**src/rtl/lcd_de_rx.sv**
```systemverilog
// lcd_de_rx: DE-mode parallel RGB LCD receiver with frame timing lock and a 2-entry pixel buffer.
// Ports: pixel_clk/rst (async, active-high); de_in, red_in, green_in, blue_in: sampled video;
//        pix_valid/pix_ready/pix_data/pix_x/pix_y/pix_sof/pix_eol: pixel stream out;
//        locked, meas_width, meas_height, frame_cnt, err_cnt, overflow: timing status;
//        frame_crc: previous frame CRC-16-CCITT when LCD_DE_RX_FRAME_CRC_EN is defined, else 0.
module lcd_de_rx #(
    parameter int VGAP_MIN = 400,
    parameter int GAP_W    = 12,
    parameter int ERR_W    = 8
) (
    input  logic             pixel_clk,
    input  logic             rst,
    input  logic             de_in,
    input  logic [7:0]       red_in,
    input  logic [7:0]       green_in,
    input  logic [7:0]       blue_in,
    output logic             pix_valid,
    input  logic             pix_ready,
    output logic [23:0]      pix_data,
    output logic [9:0]       pix_x,
    output logic [9:0]       pix_y,
    output logic             pix_sof,
    output logic             pix_eol,
    output logic             locked,
    output logic [9:0]       meas_width,
    output logic [9:0]       meas_height,
    output logic [15:0]      frame_cnt,
    output logic [ERR_W-1:0] err_cnt,
    output logic             overflow,
    output logic [15:0]      frame_crc
);
    typedef enum logic [1:0] {SEARCH, TRAIN, LOCKED} state_t;
    state_t state, state_nx;
    logic             in_v, armed, de_r;
    logic [23:0]      rgb_r;
    logic [GAP_W-1:0] gap;
    logic             s_de, s_sof;
    logic [23:0]      s_data;
    logic [9:0]       s_x, s_y;
    logic             fresh, need_w, frame_bad;
    logic [45:0]      mem [2];
    logic             rd, wr;
    logic [1:0]       cnt;
    logic             rise, sof_det, fall, len_bad, h_bad, drop_lock, push, pop, acc;
    logic [9:0]       len, height;

    // armed blocks a DE rise that is only an artefact of reset (DE already high when rst released)
    assign rise      = de_r & ~s_de;
    assign sof_det   = rise & armed & (gap >= GAP_W'(VGAP_MIN));
    assign fall      = s_de & ~de_r;
    assign len       = s_x + 10'd1;
    assign height    = s_y + 10'd1;
    assign len_bad   = len != meas_width;
    assign h_bad     = height != meas_height;
    assign drop_lock = (state == LOCKED) & ((sof_det & h_bad) | (fall & len_bad));
    assign push      = s_de & (state != SEARCH);
    assign pix_valid = cnt != 2'd0;
    assign pop       = pix_valid & pix_ready;
    assign acc       = push & (~cnt[1] | pop);
    assign {pix_data, pix_x, pix_y, pix_sof, pix_eol} = mem[rd];

    always_ff @(posedge pixel_clk or posedge rst) begin
        if (rst) begin
            in_v  <= 1'b0;
            armed <= 1'b0;
            de_r  <= 1'b0;
            rgb_r <= '0;
            gap   <= '1;
        end else begin
            in_v  <= 1'b1;
            armed <= armed | (in_v & ~de_r);
            de_r  <= de_in;
            rgb_r <= {red_in, green_in, blue_in};
            gap   <= de_r ? '0 : gap + GAP_W'(~&gap);
        end
    end

    // second stage holds the pixel one cycle so de_r can tell whether it ends the line
    always_ff @(posedge pixel_clk or posedge rst) begin
        if (rst) begin
            s_de   <= 1'b0;
            s_sof  <= 1'b0;
            s_data <= '0;
            s_x    <= '0;
            s_y    <= '0;
        end else begin
            s_de   <= de_r;
            s_sof  <= sof_det;
            s_data <= rgb_r;
            if (de_r) begin
                s_x <= rise ? 10'd0 : s_x + 10'(s_x != 10'h3FF);
                if (rise)
                    s_y <= sof_det ? 10'd0 : s_y + 10'(s_y != 10'h3FF);
            end
        end
    end

    always_ff @(posedge pixel_clk or posedge rst) begin
        if (rst)
            state <= SEARCH;
        else
            state <= state_nx;
    end

    always_comb begin
        state_nx = state;
        case (state)
            SEARCH:  state_nx = sof_det ? TRAIN : SEARCH;
            TRAIN:   state_nx = (sof_det & fresh & ~frame_bad) ? LOCKED : TRAIN;
            LOCKED:  state_nx = drop_lock ? TRAIN : LOCKED;
            default: state_nx = SEARCH;
        endcase
    end

    always_comb begin
        locked = state == LOCKED;
    end

    // fresh: training began at a SOF, so this frame may establish the reference
    always_ff @(posedge pixel_clk or posedge rst) begin
        if (rst) begin
            fresh       <= 1'b0;
            need_w      <= 1'b0;
            frame_bad   <= 1'b0;
            meas_width  <= '0;
            meas_height <= '0;
            frame_cnt   <= '0;
            err_cnt     <= '0;
        end else begin
            if (drop_lock)
                err_cnt <= err_cnt + ERR_W'(~&err_cnt);
            if (sof_det) begin
                frame_cnt <= frame_cnt + 16'd1;
                fresh     <= 1'b1;
                need_w    <= 1'b1;
                frame_bad <= 1'b0;
                if (state == TRAIN && fresh)
                    meas_height <= height;
            end else if (fall) begin
                if (state == TRAIN && fresh) begin
                    if (need_w) begin
                        meas_width <= len;
                        need_w     <= 1'b0;
                    end else if (len_bad) begin
                        frame_bad <= 1'b1;
                    end
                end
                if (drop_lock)
                    fresh <= 1'b0;
            end
        end
    end

    // a push into a full buffer lands in the slot being popped the same cycle
    always_ff @(posedge pixel_clk or posedge rst) begin
        if (rst) begin
            mem      <= '{default: '0};
            rd       <= 1'b0;
            wr       <= 1'b0;
            cnt      <= '0;
            overflow <= 1'b0;
        end else begin
            if (acc) begin
                mem[wr] <= {s_data, s_x, s_y, s_sof, fall};
                wr      <= ~wr;
            end
            if (pop)
                rd <= ~rd;
            cnt <= cnt + 2'(acc) - 2'(pop);
            if (push & ~acc)
                overflow <= 1'b1;
        end
    end

`ifdef LCD_DE_RX_FRAME_CRC_EN
    logic [15:0] crc;

    function automatic logic [15:0] crc_step(input logic [15:0] c, input logic [23:0] d);
        logic [15:0] r;
        r = c;
        for (int i = 23; i >= 0; i--)
            r = {r[14:0], 1'b0} ^ ((r[15] ^ d[i]) ? 16'h1021 : 16'h0000);
        return r;
    endfunction

    always_ff @(posedge pixel_clk or posedge rst) begin
        if (rst) begin
            crc       <= 16'hFFFF;
            frame_crc <= '0;
        end else if (push & s_sof) begin
            frame_crc <= crc;
            crc       <= acc ? crc_step(16'hFFFF, s_data) : 16'hFFFF;
        end else if (acc) begin
            crc <= crc_step(crc, s_data);
        end
    end
`else
    assign frame_crc = 16'h0000;
`endif
endmodule
```
**config.mk**
```make
export PLATFORM = sky130hd
export DESIGN_NAME = lcd_de_rx
export DESIGN_NICKNAME = d
export VERILOG_FILES = /design/src/rtl/lcd_de_rx.sv
export SDC_FILE = /design/constraint.sdc
export NUM_CORES = 1
export LEC_CHECK = 0
export CAP_MARGIN = 20
export CORE_MARGIN = 3
export CORE_UTILIZATION = 55
export DETAILED_ROUTE_END_ITERATION = 12
export PLACE_DENSITY = 0.8
export REMOVE_ABC_BUFFERS = 1
export SYNTH_ARGS = -nofsm -noshare
export SYNTH_HDL_FRONTEND = slang
export SYNTH_SLANG_ARGS = --single-unit
```
**constraint.sdc**
```tcl
create_clock -name pixel_clk -period 11.2 [get_ports pixel_clk]
set_clock_uncertainty 0.1 [all_clocks]
set_input_delay 2.24 -clock pixel_clk [delete_from_list [all_inputs] [get_ports pixel_clk]]
set_output_delay 2.24 -clock pixel_clk [all_outputs]
set_load 0.1 [all_outputs]
```
==> results of run 1 <==
power by group through the flow:
stage / combinational, µW / clock [µW] / sequential (µW)
finish: 224 / 774 / 913
global route: 244 / 831 / 918
CTS: 227 / 791 / 913
detailed placement: 226 / 0 / 928
global placement: 222 / 0 / 925
floorplan: 165 / 0 / 927
critical path: stages (launching register included):
cell	delay, ns
dfrtp_2	0.56
buf_4	0.48
mux2_2	0.25
clkdlybuf4s50_1	1.13
sequential cells by signal (all words and copies together), names as in the netlist, 8 cells and up:
register	cells
meas_height	10
gap	12
meas_width	10
frame_cnt	16
rgb_r	24
s_data	24
err_cnt	8
mem	92
s_y	10
s_x	10
cell usage after synthesis (all sizes together), types with 7 or more instances:
master / count
o21ai: 46
dfrtp: 219
buf: 40
nor2: 34
nand4: 21
and3: 15
xor2: 24
dfstp: 12
ha: 13
clkbuf: 15
mux2: 137
nand2b: 7
a21oi: 11
nand2: 64
nor3: 12
or3: 10
xnor2: 46
inv: 9
nand3: 23
nor2b: 7
cells by family (layout without fill, tap and decap cells):
group	after synthesis	count (layout)
multiplexers	138	138
flip-flops	231	231
XOR/XNOR	73	73
AO/OA/AOI/OAI	82	82
buffers and inverters	65	176
other	2	18
AND/OR/NAND/NOR	205	205
adder cells (fa/ha/maj)	13	13
how the worst max path moves through the flow:
stage / from / end
after floorplan: rst / armed
after global placement: rst / frame_cnt[1]
after detailed placement: rst / frame_cnt[1]
after CTS: rd / pix_data[11]
after global routing: rd / pix_data[11]
final: rd / pix_x[4]
layout make-up:
class | instances | area (µm²) | share of cell area
Sequential cell | 231 | 5800 | 0.472
Tap cell | 229 | 287 | 0.0233
Clock inverter | 4 | 45.0 | 0.00366
Inverter | 10 | 45.0 | 0.00366
Multi-Input combinational cell | 528 | 4130 | 0.336
Antenna cell | 1 | 2.50 | 0.000204
Clock buffer | 36 | 737 | 0.0600
Timing Repair Buffer | 126 | 1250 | 0.101
layer usage:
layer / track usage / part of all wire
met1: 0.303 / 0.48
met2: 0.308 / 0.45
met3: 0.0413 / 0.058
met4: 0.0359 / 0.013
met5: 0 / 0
metrics by stage:
stage	area [µm²]	cells
2_1_floorplan	9950	769
3_3_place_gp	11500	1124
3_5_place_dp	11500	1124
4_1_cts	12300	1164
5_1_grt	12300	1164
6_report	12300	1165
==> impl_metrics.ini, run 1 <==
[placed_design]
gp_congestion = 0.766
port-buffer-count = 120
hpwl_um = 13000
place_ws_ns = 6.22

[power]
switching_share = 0.258
ir_worst_vdd_uv = 100
powerDensity_nw_per_um2 = 155
seq_power_share = 0.478
p_sw_uw = 492
total_power_uw = 1910
combPwrFrac = 0.117
p_leak_uw = 0.00560
p_clk_frac = 0.405
internal-power_uw = 1420

[hold_path]
hold_path.class = reg -> reg
worstHoldEndpoint = s_data[22]
hp-start = rgb_r[22]
hold_path_depth = 0

[synthesis]
ys_types = 66
syn-cell-area_um2 = 10200
synth_top_family_by_area = multiplexers
ys_ff_latch = 231
synthAdderAreaFrac = 0.0159
synth_top_area_frac = 0.537
synth-seq-area-share = 0.568
synth_top_area_cell = dfrtp_1
synth-compound-area-share = 0.0522
synthTopCellsByArea = dfrtp_1 54%, mux2_2 15%, xnor2_1 3.9%, dfstp_2 3.1%, nand2_1 2.3%
synth_top_flop_cell = dfrtp_1
synth_edf_count = 0
avgSynthCellArea_um2 = 12.6
postSynthCellCount = 809
ys_async_sr_fraction = 1.00
synth_xor_area_frac = 0.0667
synthSimpleGateAreaFrac = 0.110
ys_warn_count = 0
synthMuxAreaShare = 0.153

[final_layout]
nFillCells = 1326
final_cell_mix = 218 x dfrtp_1, 135 x mux2_2, 120 x clkdlybuf4s50_1
areaGrowthSynthToFinish_pct = 20.4
nets = 962
drive_gt1_frac = 0.232
final_common_cell = dfrtp_1
final_core_util = 0.680

[grt]
grt_overflow = 0
grt_max_degree = 126
grt_usage = 0.201
grt_first_pass_wirelength_um = 33400
antenna_found_initial = 0
grt_pass1_vias = 6501

[route]
drc_errors = 0
drt-pass1-iter-count = 4
wl_per_cell_um = 17.1
ant_nets = 0
viasPerCell = 5.46
routed_wirelength_um = 19900
via_count = 6361
drt_iter0_drc = 400

[clock_network]
hold_buffers = 0
cts_tree = yes
cts_resized = 0
clk_latency_ns = 0.50
clkTransAtPathRegs_ns = 0.06
clock-root-buffer = clkbuf_16
cts_made_buffers = 24
ctsLongestPathBuffers = 3
postCtsSetupBuffers = 0
cts-htree-levels = 1
cts.sinks = 231

[floorplan]
std_cell_rows = 49
dieWidth_um = 142
die_y_um = 142
start_util = 0.565
die_area_um2 = 20200
top_level_ports = 137
core_area_um2 = 18100

[setup_path]
cp-end-kind = output port
rrSetupSlack_ns = 7.77
r2r_start = de_r
worstRegToRegCells = 6
rr_endpoint = meas_height[1]
crit_arrival_ns = 2.95
worstPathMaxFanout = 36
startpoint_type = register
worstSetupPathType = reg -> out
required_ns = 8.86

[sta]
final-hold-violation-count = 0
layout_setup_ws_ns = 5.91
fmax_mhz = 189
worst_hold_slack_ns = 0.244
drv_slew = 0
period_needed_ns = 5.29
worst_slew_margin_rel = 0.309
worst_pin_slew_ns = 1.03
rsz0062_at_grt = false
finalSetupViolations = 0
fin_crit_sh = 0.472
tns_ns = 0

[run_status]
status = finished, final reports clean

[flow_run]
maxCapViolations = 0
No activity file was read; power rests on OpenSTA's default activity.
==> inputs of run 2 (changes only) <==
CORE_UTILIZATION = 50   (was 55)
PLACE_DENSITY = 0.77   (was 0.8)
clock period = 4.8 ns   (was 11.2 ns; I/O delays follow)
==> run 2 against run 1 <==
Worst setup slack worse by 4.8 ns; critical path depth unchanged; sequential power increased by 130%; largest cell class unchanged; largest power group unchanged; wire length fell by 0.67%; sequential cell count unchanged; sequential share of layout area down 0.52 points; first-iteration DRC count shrank 49%; non-clock buffer count up 5; final area increased by 1.1%; count of clock-buffer cells in the layout down 1; critical endpoint is now pix_y[4].
==> impl_metrics.ini, run 2 (same netlist as run 1, synthesis figures left out) <==
[floorplan]
std_cell_rows = 51
die_area_um2 = 22200
start_util = 0.516
die_y_um = 149
core_area_um2 = 19800
top_level_ports = 137
dieWidth_um = 149

[route]
drt-pass1-iter-count = 4
drc_errors = 0
wl_per_cell_um = 16.3
drt_iter0_drc = 203
viasPerCell = 5.27
routed_wirelength_um = 19800
via_count = 6374
ant_nets = 0

[clock_network]
cts.sinks = 231
clock-root-buffer = clkbuf_16
cts_made_buffers = 25
hold_buffers = 0
clk_latency_ns = 0.50
ctsLongestPathBuffers = 3
postCtsSetupBuffers = 0
cts-htree-levels = 1
cts_tree = yes
cts_resized = 0
clkTransAtPathRegs_ns = 0.06

[grt]
grt_usage = 0.177
grt_first_pass_wirelength_um = 32400
grt_max_degree = 124
antenna_found_initial = 1
grt_overflow = 0
grt_pass1_vias = 6392

[power]
seq_power_share = 0.466
ir_worst_vdd_uv = 205
combPwrFrac = 0.120
internal-power_uw = 3360
powerDensity_nw_per_um2 = 366
p_clk_frac = 0.414
p_sw_uw = 1190
switching_share = 0.261
p_leak_uw = 0.00565

[hold_path]
worstHoldEndpoint = s_data[7]
hold_path.class = reg -> reg
hp-start = rgb_r[7]
hold_path_depth = 0

[placed_design]
place_area_um2 = 11600
gp_congestion = 0.826
port-buffer-count = 120
hpwl_um = 13300

[sta]
fmax_mhz = 273
tns_ns = 0
worst_pin_slew_ns = 1.03
fin_crit_sh = 0.763
worst_slew_margin_rel = 0.314
final-hold-violation-count = 0
period_needed_ns = 3.66
rsz0062_at_grt = false
drv_slew = 0
finalSetupViolations = 0

[final_layout]
largest_reg_flops = 92
nFillCells = 1543
nets = 968
final_cell_mix = 218 x dfrtp_1, 135 x mux2_2, 116 x clkdlybuf4s50_1
final_common_cell = dfrtp_1
multiInputGateArea_um2 = 4130
antennaDiodeCount = 0
top_register = mem
final_core_util = 0.628
regArea_um2 = 5800
areaGrowthSynthToFinish_pct = 21.7
fin_area_um2 = 12400
drive_gt1_frac = 0.243
reg.largest.list = mem (92), rgb_r (24), s_data (24)

[flow_run]
maxCapViolations = 0

[setup_path]
rrSetupSlack_ns = 1.81
crit_arrival_ns = 2.60
critPathSlowestCell = clkdlybuf4s50_1
rr_endpoint = err_cnt[0]
r2r_start = s_x[0]
crit_chain = buf_12 -> mux2_2 -> clkdlybuf4s50_1
required_ns = 3.74
worstSetupPathType = reg -> out
slowest_delay_ns = 1.12
worstPathMaxFanout = 43
cp-end-kind = output port
worstRegToRegCells = 9
startpoint_type = register

[run_status]
status = finished, final reports clean
-- run 2: cell type report --
type	instances	area share
flip-flops and latches	231	0.466
multi-input cells	528	0.332
repair buffers	131	0.105
clock buffers	35	0.0574
well taps	265	0.0267
clock inverters	10	0.00886
inverters	10	0.00362
-- run 2: metal layers --
layer  GRT usage  wire length, µm  vias up
met4      0.0416              350        2
met3      0.0389             1120       31
met2       0.284             9220      148
met1       0.250             9040     3174
li1            -                -     3019
met5           0               13        -
-- run 2: worst max-delay path by stage --
stage / startpoint / endpoint / cells past startpoint
after floorplan: rst / armed / 1
after global placement: rd / pix_y[2] / 2
after detailed placement: rd / pix_y[4] / 2
after CTS: rd / pix_data[7] / 2
after global routing: rd / pix_x[2] / 3
final: rd / pix_y[4] / 3
-- run 2: per-stage QoR --
stage / total power, µW / worst slack, ns / hold slack [ns] / cells
2_1_floorplan: 2550 / -2.57 / 0.231 / 769
3_3_place_gp: 2670 / 1.26 / 0.232 / 1164
3_5_place_dp: 2690 / 1.17 / 0.235 / 1164
4_1_cts: 4590 / 0.615 / 0.244 / 1209
5_1_grt: 4750 / 1.04 / 0.251 / 1210
6_report: 4550 / 1.14 / 0.243 / 1210
-- run 2: power groups by stage --
| stage | registers, µW | logic (µW) | clock network, µW |
|---|---|---|---|
| after floorplan | 2160 | 384 | 0 |
| after global placement | 2210 | 464 | 0 |
| after detailed placement | 2220 | 468 | 0 |
| after CTS | 2190 | 470 | 1940 |
| after global routing | 2130 | 594 | 2020 |
| final | 2120 | 546 | 1880 |
-- run 2: worst max-delay path: cells and delay by family, from the launching register on --
| family | cells | cell delay, ns |
|---|---|---|
| buffers and inverters | 2 | 1.32 |
| flip-flops | 1 | 0.47 |
| multiplexers | 1 | 0.26 |
